--- config.mk ---
export PLATFORM = sky130hd
export DESIGN_NAME = race_draw_engine
export DESIGN_NICKNAME = d
export VERILOG_FILES = /design/src/rtl/race_pkg.sv /design/src/rtl/race_raster_counter.sv /design/src/rtl/race_draw_engine.sv
export SDC_FILE = /design/constraint.sdc
export NUM_CORES = 1
export LEC_CHECK = 0
export BUFFER_PORTS_ARGS = -buffer_cell sky130_fd_sc_hd__buf_2
export CAP_MARGIN = 20
export CELL_PAD_IN_SITES_DETAIL_PLACEMENT = 1
export CELL_PAD_IN_SITES_GLOBAL_PLACEMENT = 2
export CORE_MARGIN = 2
export CORE_UTILIZATION = 37
export DETAILED_ROUTE_END_ITERATION = 10
export PLACE_DENSITY_LB_ADDON = 0.1
export SYNTH_ARGS = -nofsm -noshare
export SYNTH_HDL_FRONTEND = slang
export SYNTH_SLANG_ARGS = --single-unit
export TNS_END_PERCENT = 1
--- constraint.sdc ---
create_clock -name clock -period 4.5 [get_ports clock]
set_clock_uncertainty 0.2 [all_clocks]
set_input_delay 1.35 -clock clock [delete_from_list [all_inputs] [get_ports clock]]
set_output_delay 1.35 -clock clock [all_outputs]
set_load 0.05 [all_outputs]
--- src/rtl/race_pkg.sv ---
// Shared dimensions, colours, engine state encoding and the background colour rule for the race game.
package race_pkg;

  localparam int DEF_SCREEN_W    = 160;
  localparam int DEF_SCREEN_H    = 120;
  localparam int DEF_CAR_W       = 8;
  localparam int DEF_CAR_H       = 12;
  localparam int DEF_TRACK_X_MIN = 40;
  localparam int DEF_TRACK_X_MAX = 120;
  localparam int DEF_X_START     = 76;
  localparam int DEF_Y_START     = 100;
  localparam int DEF_X_STEP      = 2;
  localparam int DEF_Y_STEP      = 1;
  localparam int DEF_FRAME_DIV   = 833334;

  localparam logic [2:0] GRASS       = 3'b010;
  localparam logic [2:0] TRACK       = 3'b111;
  localparam logic [2:0] CAR         = 3'b100;
  localparam logic [2:0] TRANSPARENT = 3'b000;

  typedef enum logic [2:0] {
    S_IDLE,
    S_BG,
    S_CAR,
    S_ERASE,
    S_DONE
  } state_t;

  function automatic logic [2:0] bg_colour(input logic [7:0] x,
                                           input int x_min = DEF_TRACK_X_MIN,
                                           input int x_max = DEF_TRACK_X_MAX);
    return (int'(x) >= x_min && int'(x) < x_max) ? TRACK : GRASS;
  endfunction

endpackage

--- src/rtl/race_raster_counter.sv ---
// Rectangle walker: loads an origin and extent, then steps x-inner / y-outer one pixel per step.
module race_raster_counter
  import race_pkg::*;
(
  input  logic       clock,
  input  logic       reset,
  input  logic       load,
  input  logic       step,
  input  logic [7:0] org_x,
  input  logic [6:0] org_y,
  input  logic [7:0] ext_w,
  input  logic [6:0] ext_h,
  output logic [7:0] x,
  output logic [6:0] y,
  output logic [7:0] dx,
  output logic [6:0] dy,
  output logic       last
);

  logic [7:0] x0;
  logic [7:0] w;
  logic [6:0] y0;
  logic [6:0] h;

  always_ff @(posedge clock) begin
    if (reset) begin
      x0 <= '0;
      y0 <= '0;
      w  <= '0;
      h  <= '0;
      dx <= '0;
      dy <= '0;
    end else if (load) begin
      x0 <= org_x;
      y0 <= org_y;
      w  <= ext_w;
      h  <= ext_h;
      dx <= '0;
      dy <= '0;
    end else if (step) begin
      if (dx == w - 8'd1) begin
        dx <= '0;
        dy <= dy + 7'd1;
      end else begin
        dx <= dx + 8'd1;
      end
    end
  end

  assign x    = x0 + dx;
  assign y    = y0 + dy;
  assign last = (dx == w - 8'd1) && (dy == h - 7'd1);

endmodule

--- src/rtl/race_draw_engine.sv ---
// Race game draw/move engine: rasterises background and car, owns car position, ticks oneframe.
// Optional RACE_CAR_SPRITE_EN: car drawn from a sprite ROM with transparent (000) pixels.
module race_draw_engine
  import race_pkg::*;
#(
  parameter int SCREEN_W    = DEF_SCREEN_W,
  parameter int SCREEN_H    = DEF_SCREEN_H,
  parameter int CAR_W       = DEF_CAR_W,
  parameter int CAR_H       = DEF_CAR_H,
  parameter int TRACK_X_MIN = DEF_TRACK_X_MIN,
  parameter int TRACK_X_MAX = DEF_TRACK_X_MAX,
  parameter int X_START     = DEF_X_START,
  parameter int Y_START     = DEF_Y_START,
  parameter int X_STEP      = DEF_X_STEP,
  parameter int Y_STEP      = DEF_Y_STEP,
  parameter int FRAME_DIV   = DEF_FRAME_DIV
) (
  input  logic       clock,
  input  logic       reset,
  input  logic       start_race,
  input  logic       resetsignal,
  input  logic       draw_bg,
  input  logic       draw_car,
  input  logic       clear,
  input  logic       drive,
  input  logic       straight,
  input  logic       left,
  input  logic       right,
  output logic       done_bg,
  output logic       done_car,
  output logic       done_erase,
  output logic       oneframe,
  output logic [7:0] vga_x,
  output logic [6:0] vga_y,
  output logic [2:0] vga_colour,
  output logic       vga_plot
);

  localparam int FRAME_W = (FRAME_DIV > 1) ? $clog2(FRAME_DIV) : 1;

  state_t             state;
  logic [7:0]         car_x, x_q, cnt_x, cnt_dx, mv_x, eff_x, org_x, ext_w;
  logic [6:0]         car_y, y_q, cnt_y, cnt_dy, mv_y, eff_y, org_y, ext_h;
  logic [2:0]         colour_q, pend_dir, mv_dir, pix_colour;
  logic [FRAME_W-1:0] frame_cnt;
  logic               pend_valid, cnt_last, restart, rastering, car_busy;
  logic               apply_move, load, step, plot;
  logic signed [8:0]  sx, sy, tx, ty;

  race_raster_counter u_counter (
    .clock (clock),
    .reset (reset),
    .load  (load),
    .step  (step),
    .org_x (org_x),
    .org_y (org_y),
    .ext_w (ext_w),
    .ext_h (ext_h),
    .x     (cnt_x),
    .y     (cnt_y),
    .dx    (cnt_dx),
    .dy    (cnt_dy),
    .last  (cnt_last)
  );

  // A drive seen mid-car-raster is parked; IDLE applies the parked move (or a fresh drive, which wins).
  always_comb begin
    restart    = start_race | resetsignal;
    rastering  = state inside {S_BG, S_CAR, S_ERASE};
    car_busy   = state inside {S_CAR, S_ERASE};
    mv_dir     = drive ? {straight, left, right} : pend_dir;
    apply_move = (drive && !car_busy) || (state == S_IDLE && pend_valid);
    sx   = signed'({1'b0, car_x});
    sy   = signed'({2'b00, car_y});
    tx   = sx;
    ty   = sy;
    mv_x = car_x;
    mv_y = car_y;
    if (mv_dir[2]) begin
      ty   = sy - 9'(Y_STEP);
      mv_y = (ty < 0) ? 7'(SCREEN_H - CAR_H) : ty[6:0];
    end else if (mv_dir[1]) begin
      tx   = sx - 9'(X_STEP);
      mv_x = (tx < 9'(TRACK_X_MIN)) ? 8'(TRACK_X_MIN) : tx[7:0];
    end else if (mv_dir[0]) begin
      tx   = sx + 9'(X_STEP);
      mv_x = (tx > 9'(TRACK_X_MAX - CAR_W)) ? 8'(TRACK_X_MAX - CAR_W) : tx[7:0];
    end
    eff_x = apply_move ? mv_x : car_x;
    eff_y = apply_move ? mv_y : car_y;
    org_x = draw_bg ? '0 : eff_x;
    org_y = draw_bg ? '0 : eff_y;
    ext_w = draw_bg ? 8'(SCREEN_W) : 8'(CAR_W);
    ext_h = draw_bg ? 7'(SCREEN_H) : 7'(CAR_H);
    load  = (state == S_IDLE) && !restart && (draw_bg || clear || draw_car);
    step  = rastering && !cnt_last;
  end

`ifdef RACE_CAR_SPRITE_EN
  function automatic logic [2:0] sprite_rom(input int unsigned idx);
    int unsigned col, row;
    col = idx % CAR_W;
    row = idx / CAR_W;
    if ((col == 0 || col == CAR_W - 1) && (row == 0 || row == CAR_H - 1))
      return TRANSPARENT;
    else if (row == 2)
      return 3'b011;
    else
      return CAR;
  endfunction

  logic [2:0] sprite_px;

  always_comb begin
    sprite_px  = sprite_rom(int'(cnt_dy) * CAR_W + int'(cnt_dx));
    pix_colour = (state == S_CAR) ? sprite_px : bg_colour(cnt_x, TRACK_X_MIN, TRACK_X_MAX);
    plot       = rastering && !(state == S_CAR && sprite_px == TRANSPARENT);
  end
`else
  logic unused_offset;

  always_comb begin
    pix_colour    = (state == S_CAR) ? CAR : bg_colour(cnt_x, TRACK_X_MIN, TRACK_X_MAX);
    plot          = rastering;
    unused_offset = ^{cnt_dx, cnt_dy};
  end
`endif

  assign vga_plot   = plot;
  assign vga_x      = plot ? cnt_x : x_q;
  assign vga_y      = plot ? cnt_y : y_q;
  assign vga_colour = plot ? pix_colour : colour_q;

  always_ff @(posedge clock) begin
    if (reset) begin
      state      <= S_IDLE;
      car_x      <= 8'(X_START);
      car_y      <= 7'(Y_START);
      pend_valid <= 1'b0;
      pend_dir   <= '0;
      frame_cnt  <= '0;
      oneframe   <= 1'b0;
      done_bg    <= 1'b0;
      done_car   <= 1'b0;
      done_erase <= 1'b0;
      x_q        <= '0;
      y_q        <= '0;
      colour_q   <= '0;
    end else begin
      oneframe  <= (frame_cnt == FRAME_W'(FRAME_DIV - 1));
      frame_cnt <= (frame_cnt == FRAME_W'(FRAME_DIV - 1)) ? '0 : frame_cnt + FRAME_W'(1);
      if (plot) begin
        x_q      <= cnt_x;
        y_q      <= cnt_y;
        colour_q <= pix_colour;
      end
      if (restart) begin
        state      <= S_IDLE;
        car_x      <= 8'(X_START);
        car_y      <= 7'(Y_START);
        pend_valid <= 1'b0;
        done_bg    <= 1'b0;
        done_car   <= 1'b0;
        done_erase <= 1'b0;
      end else begin
        if (apply_move) begin
          car_x <= mv_x;
          car_y <= mv_y;
        end
        if (state == S_IDLE) pend_valid <= 1'b0;
        if (drive && car_busy) begin
          pend_valid <= 1'b1;
          pend_dir   <= {straight, left, right};
        end
        case (state)
          S_IDLE: begin
            if (draw_bg)       state <= S_BG;
            else if (clear)    state <= S_ERASE;
            else if (draw_car) state <= S_CAR;
          end
          S_BG: if (cnt_last) begin
            state   <= S_DONE;
            done_bg <= 1'b1;
          end
          S_CAR: if (cnt_last) begin
            state    <= S_DONE;
            done_car <= 1'b1;
          end
          S_ERASE: if (cnt_last) begin
            state      <= S_DONE;
            done_erase <= 1'b1;
          end
          S_DONE: begin
            if ((done_bg && !draw_bg) || (done_car && !draw_car) || (done_erase && !clear)) begin
              state      <= S_IDLE;
              done_bg    <= 1'b0;
              done_car   <= 1'b0;
              done_erase <= 1'b0;
            end
          end
          default: state <= S_IDLE;
        endcase
      end
    end
  end

endmodule

After elaboration in Yosys (flattened, before gate mapping)
Index checks and enable logic that the tools add are counted.
{ "classes": {"order_cmp": 5, "addsub": 10, "muxes": 33, "n_eq_ne": 13, "bitwise_logic": 2, "reduce_logical": 39} }
{ "op_table": {"columns": ["cell", "count"], "rows": [
  ["8-bit 2-to-1 mux", 10],
  ["7-bit 2-to-1 mux", 6],
  ["3-bit 2-to-1 mux", 9],
  ["20-bit by 1-bit adder with 20-bit output (second input constant)", 1],
  ["20-bit equality test (second input constant)", 1],
  ["3-bit AND reduction", 4],
  ["1-bit logical AND", 11],
  ["2-bit nonzero test", 5],
  ["8-bit by 2-bit adder with 9-bit output (second input constant)", 1],
  ["9-bit by 8-bit > comparator with 1-bit output (second input constant)", 1],
  ["9-bit by 7-bit < comparator with 1-bit output (second input constant)", 1],
  ["3-bit case mux with 3 select lines", 1],
  ["8-bit by 2-bit subtractor with 9-bit output (second input constant)", 1],
  ["8-bit by 1-bit adder with 8-bit output (second input constant)", 1],
  ["8-bit adder", 1],
  ["8-bit equality test", 1],
  ["8-bit by 6-bit greater-or-equal comparator with 1-bit output (second input constant)", 1],
  ["8-bit by 1-bit < comparator with 1-bit output (second input constant)", 1],
  ["8-bit by 7-bit < comparator with 1-bit output (second input constant)", 1],
  ["2-bit != test (second input constant)", 4],
  ["7-bit by 1-bit subtractor with 8-bit output (second input constant)", 1],
  ["8-bit by 1-bit subtractor with 8-bit output (second input constant)", 1],
  ["7-bit by 1-bit adder with 7-bit output (second input constant)", 1],
  ["7-bit adder", 1],
  ["other kinds (18)", 36]
]} }
{ "totals": {"input_bits": 11, "ff_bits": 109} }

Logic depth before layout (Yosys ltp)
{ "depth": {"word_depth": 8, "ltp_mapped": 11, "mapped_depth_nobuf": 10} }

Modules after synthesis
Synthesis repeated with hierarchy kept, for this count alone.
{ "unflattened": {"hier_cells": 756, "hier_area_um2": 6228.5} }
{ "by_module_without_submodules": {"columns": ["mod", "area_per_inst_um2", "seq_area_each_um2", "cells_per_inst", "n_inst"], "rows": [
  ["race_draw_engine", 3493.4, 1281.2, 460, 1],
  ["race_raster_counter", 2735.1, 900.9, 296, 1]
]} }

Least setup slack after synthesis
Ideal clock, no wire load.
{ "synth_timing": {"kind": "flip-flop to output port", "start": "register u_counter.dx[0]", "end": "output port vga_colour[0]", "stages_incl_launch_ff": 9, "arrival_time_ps": 3071, "required_time_ps": 2950, "path_buffers": 0, "slack_ps": -121, "cell_sequence": "dfxtp_1 -> ha_1 -> inv_1 -> fa_1 -> nand2b_1 -> a211o_1 -> a311oi_1 -> a41oi_1 -> o21ai_0"} }
{ "synth_between": {"elab_chain_cells": 6, "elab_cells_between_ends": 7, "classes_between": "add/sub: 1; order compare: 2; mux: 3; reduce/logical: 1"} }
{ "synth_lines": {"columns": ["element", "line_no", "text"], "rows": [
  ["start: declaration", "race_raster_counter.sv:15", "output logic [7:0] dx,"],
  ["start signal: assignment", "race_raster_counter.sv:45", "dx <= dx + 8'd1;"],
  ["8-bit adder (*)", "race_raster_counter.sv:50", "assign x = x0 + dx;"],
  ["8-bit by 6-bit greater-or-equal comparator with 1-bit output or 8-bit by 7-bit < comparator with 1-bit output (tied branches)", "race_pkg.sv:32", "return (int'(x) >= x_min && int'(x) < x_max) ? TRACK : GRASS;"],
  ["1-bit logical AND (*)", "race_pkg.sv:32", null],
  ["3-bit 2-to-1 mux (*)", "race_pkg.sv:32", null],
  ["3-bit 2-to-1 mux (*)", "race_draw_engine.sv:123", "pix_colour = (state == S_CAR) ? CAR : bg_colour(cnt_x, TRACK_X_MIN, TRACK_X_MAX);"],
  ["3-bit 2-to-1 mux (*)", null, null],
  ["end: declaration", "race_draw_engine.sv:35", "output logic [2:0] vga_colour,"]
]} }
Mark *: on every way between the ends. The rest lies on a longest branch, timed or not.

Worst setup path after layout
{ "layout_timing": {"start": "register u_counter.dx[0]", "end": "output port vga_colour[2]"} }
The elaborated chain is that of the path after synthesis.

==> impl_metrics.toml <==
[logic_synthesis]
synthCells = 670
synth_cell_types = 72
netlist.area_leader.share_pct = 35.7
synthesis.area_sq_mm = 0.00544
ys.flop_type = "dfxtp_1"
synth_fp_nets = 707
synth.mux.area_fraction_pct = 2.28
ys_seq_elements = 97
seq_area_frac_synth_pct = 35.7
synth-xor-area-share_pct = 7.40
synth_area_leaders = "dfxtp_1 (36%), ha_1 (5.5%), nor2_1 (5.1%)"
postSynth.asyncResetShare_pct = 0
synth_area_per_cell_sq_um = 8.12
synth_compound_area_share_pct = 17.5
synth_top_family_by_area = "simple AND/OR/NAND/NOR gates"
yosysWarnings = 0
synth_edf_count = 0
yosys.area.top_type = "dfxtp_1"
synthSimpleGateAreaFrac_pct = 26.1
synth_fa_ha_area_share_pct = 6.25

[global_routing]
grt.overflow.total = 0
grt_pass1_vias = 5044
grt_usage_pct = 19.9
grt_max_degree = 30
antenna_found_initial = 0
grt_first_pass_wirelength_um = 25600

[critical_path]
critPathLaunchType = "flop"
cp.required_ns = 2.95
cp_max_fo = 5
rr_startpoint = "car_x[1]"
r2r_cells = 7
arrival_ns = 2.84
crit_type = "flop to output port"
reg2reg_to = "u_counter.x0[3]"
regToRegSetupSlack_ns = 1.16
crit_path_end_kind = "output port"

[sta]
worst_slack_ns = 0.109
report.final.slew_viol_count = 0
fmax_ghz = 0.228
worstMarginPinSlew_ns = 0.877
relSlewSlack_pct = 40.6
hold_violations = 0
finalSetupViolCount = 0
post-route-min-period_ns = 4.39
finalSetupTns_ns = 0
finalCritPeriodShare_pct = 97.6

[die]
dieArea_sq_mm = 0.0157
initial_core_util_pct = 37.7
die_w_um = 125
core_sq_mm = 0.0144
io_pins = 34
rows = 44
die_height_um = 125

[final_layout]
nets = 729
syn_to_final_growth_pct = 12.9
fin_area_sq_mm = 0.00614
layout_common_cells = "dfxtp_1 (96), nor2_1 (74), nand2_1 (67)"
diodes = 0
drive_gt1_share_pct = 11.9
layout_commonest_cell = "dfxtp_1"

[power_and_ir_drop]
power.total_uw = 1900
leakage_uw = 0.00232
p_comb_share_pct = 8.8
netSwitchingFraction_pct = 24.7
p_int_uw = 1430
ir_worst_vdd_uv = 232
power.density_mw_per_mm2 = 310
p_seq_share_pct = 46.4
clock_power_share_pct = 44.8
p_switching_uw = 471

[clock_network]
clk_pin_slew_worst_paths_ns = 0.07
ctsRootBufferMaster = "clkbuf_16"
clock_sinks = 97
clk_path_buf_depth = 2
cts_max_level = 3
cts_made_buffers = 9
cts_tree = "done"
insertion_delay_ns = 0.35
hold_buffers = 0

[placed_design]
dp_slack_ns = 0.217
hpwl_um = 11400
io_buffers = 33
place_area_sq_mm = 0.00577
gp_congestion = 0.836

[drt]
drc = 0
drtIter0Drc = 243
wl_per_cell_um = 17.3
via_per_inst = 5.54
vias = 4882
dr.pass1.iters = 5
wl_um = 15300
drtAntennaViolNets = 0

[min_path]
min_path_type = "flop to flop"
min_to = "u_counter.y0[4]"
hold_path_depth = 2
min-delay-start = "u_counter.y0[4]"

[flow_run]
drv_cap = 0

[run_status]
status = "completed"
## metrics by stage
stage                     utilization (%)  std cells  hold slack [ns]
after floorplan                         -        670            0.229
after global placement               40.0        863            0.246
after detailed placement             40.0        863            0.257
after CTS                            42.5        880            0.274
after global routing                 42.6        881            0.313
final                                42.6        881            0.266
## power by group through the flow
stage | combinational (uW) | clock, uW | sequential [uW]
3_3_place_gp | 158 | 0 | 902
3_5_place_dp | 162 | 0 | 903
5_1_grt | 185 | 911 | 885
2_1_floorplan | 115 | 0 | 897
4_1_cts | 166 | 876 | 883
6_report | 167 | 852 | 883
## cell type report
class                           count  area [sq um]
Fill cell                        1774          8280
Multi-Input combinational cell    509          3270
Sequential cell                    97          1940
Timing Repair Buffer               45           260
Clock buffer                       10           239
Tap cell                          184           230
Inverter                           30           113
Clock inverter                      6          90.1
## cells by family (layout without fill, tap and decap cells)
group,Yosys count,in the layout
buffers and inverters,64,91
adder cells (fa/ha/maj),26,26
flip-flops,97,97
multiplexers,12,12
XOR/XNOR,46,46
AND/OR/NAND/NOR,282,282
AO/OA/AOI/OAI,143,143
## Yosys cell counts (3+ instances only)
cell type,n
nand3_1,23
o21ai_0,36
nor3_1,19
and3_1,8
a2111oi_0,3
xor2_1,24
nand3b_1,6
a21o_1,3
o211ai_1,8
buf_2,8
nand2b_1,10
a21oi_1,33
or4_1,6
a41oi_1,3
a32oi_1,3
xnor2_1,22
a211o_1,3
o21ai_1,4
nand4_1,13
and4_1,5
mux2_2,3
inv_1,29
dfxtp_1,97
o311ai_1,3
nor4_1,6
or3_1,11
o31ai_1,8
clkbuf_1,25
ha_1,24
mux2i_1,9
nor2b_1,15
o22ai_1,4
nor2_1,74
nand2_1,67
a211oi_1,8
## worst max path at each step
stage	slack (ns)	start	to	depth (start not counted)
after floorplan	0.15	state[1]	vga_y[6]	7
after global placement	0.35	u_counter.dx[0]	vga_colour[2]	10
after detailed placement	0.22	u_counter.dx[0]	vga_colour[2]	10
after CTS	0.001	u_counter.dx[0]	vga_colour[2]	10
after global routing	-0.0002	u_counter.dx[0]	vga_colour[2]	10
final	0.11	u_counter.dx[0]	vga_colour[2]	10
## timing repair
action                                  CTS  global route
setup buffers                             1             1
pin swaps                                 0             1
endpoints found under the setup margin    2             3
hold endpoints to repair                  0             0
resized for setup                         4             5
## critical path: stages (launching register included)
cell and delay, ns:
dfxtp_2 0.36, ha_1 0.17, inv_1 0.05, fa_1 0.40, nand2b_4 0.17, a211o_1 0.27
a311oi_2 0.37, a41oi_1 0.10, a41oi_2 0.25, o22ai_1 0.11, buf_4 0.23
## state kept, by name, summed over array words and instances (netlist names)
| register | count |
|---|---|
| u_counter.x0 | 8 |
| done_erase | 1 |
| x_q | 8 |
| pend_dir | 3 |
| oneframe | 1 |
| colour_q | 3 |
| frame_cnt | 20 |
| state | 3 |
| done_car | 1 |
| y_q | 7 |
| u_counter.dy | 7 |
| pend_valid | 1 |
| u_counter.dx | 8 |
| u_counter.h | 3 |
| car_x | 8 |
| done_bg | 1 |
| car_y | 7 |
| u_counter.y0 | 7 |
## layer usage
metal	up-vias	wire, um	GRT usage, %
met1	2368	7410	26.4
li1	2427	-	-
met3	19	405	2.95
met4	0	253	6.80
met5	-	0	0
met2	68	7200	33.2
(Power assumes the default switching activity.)
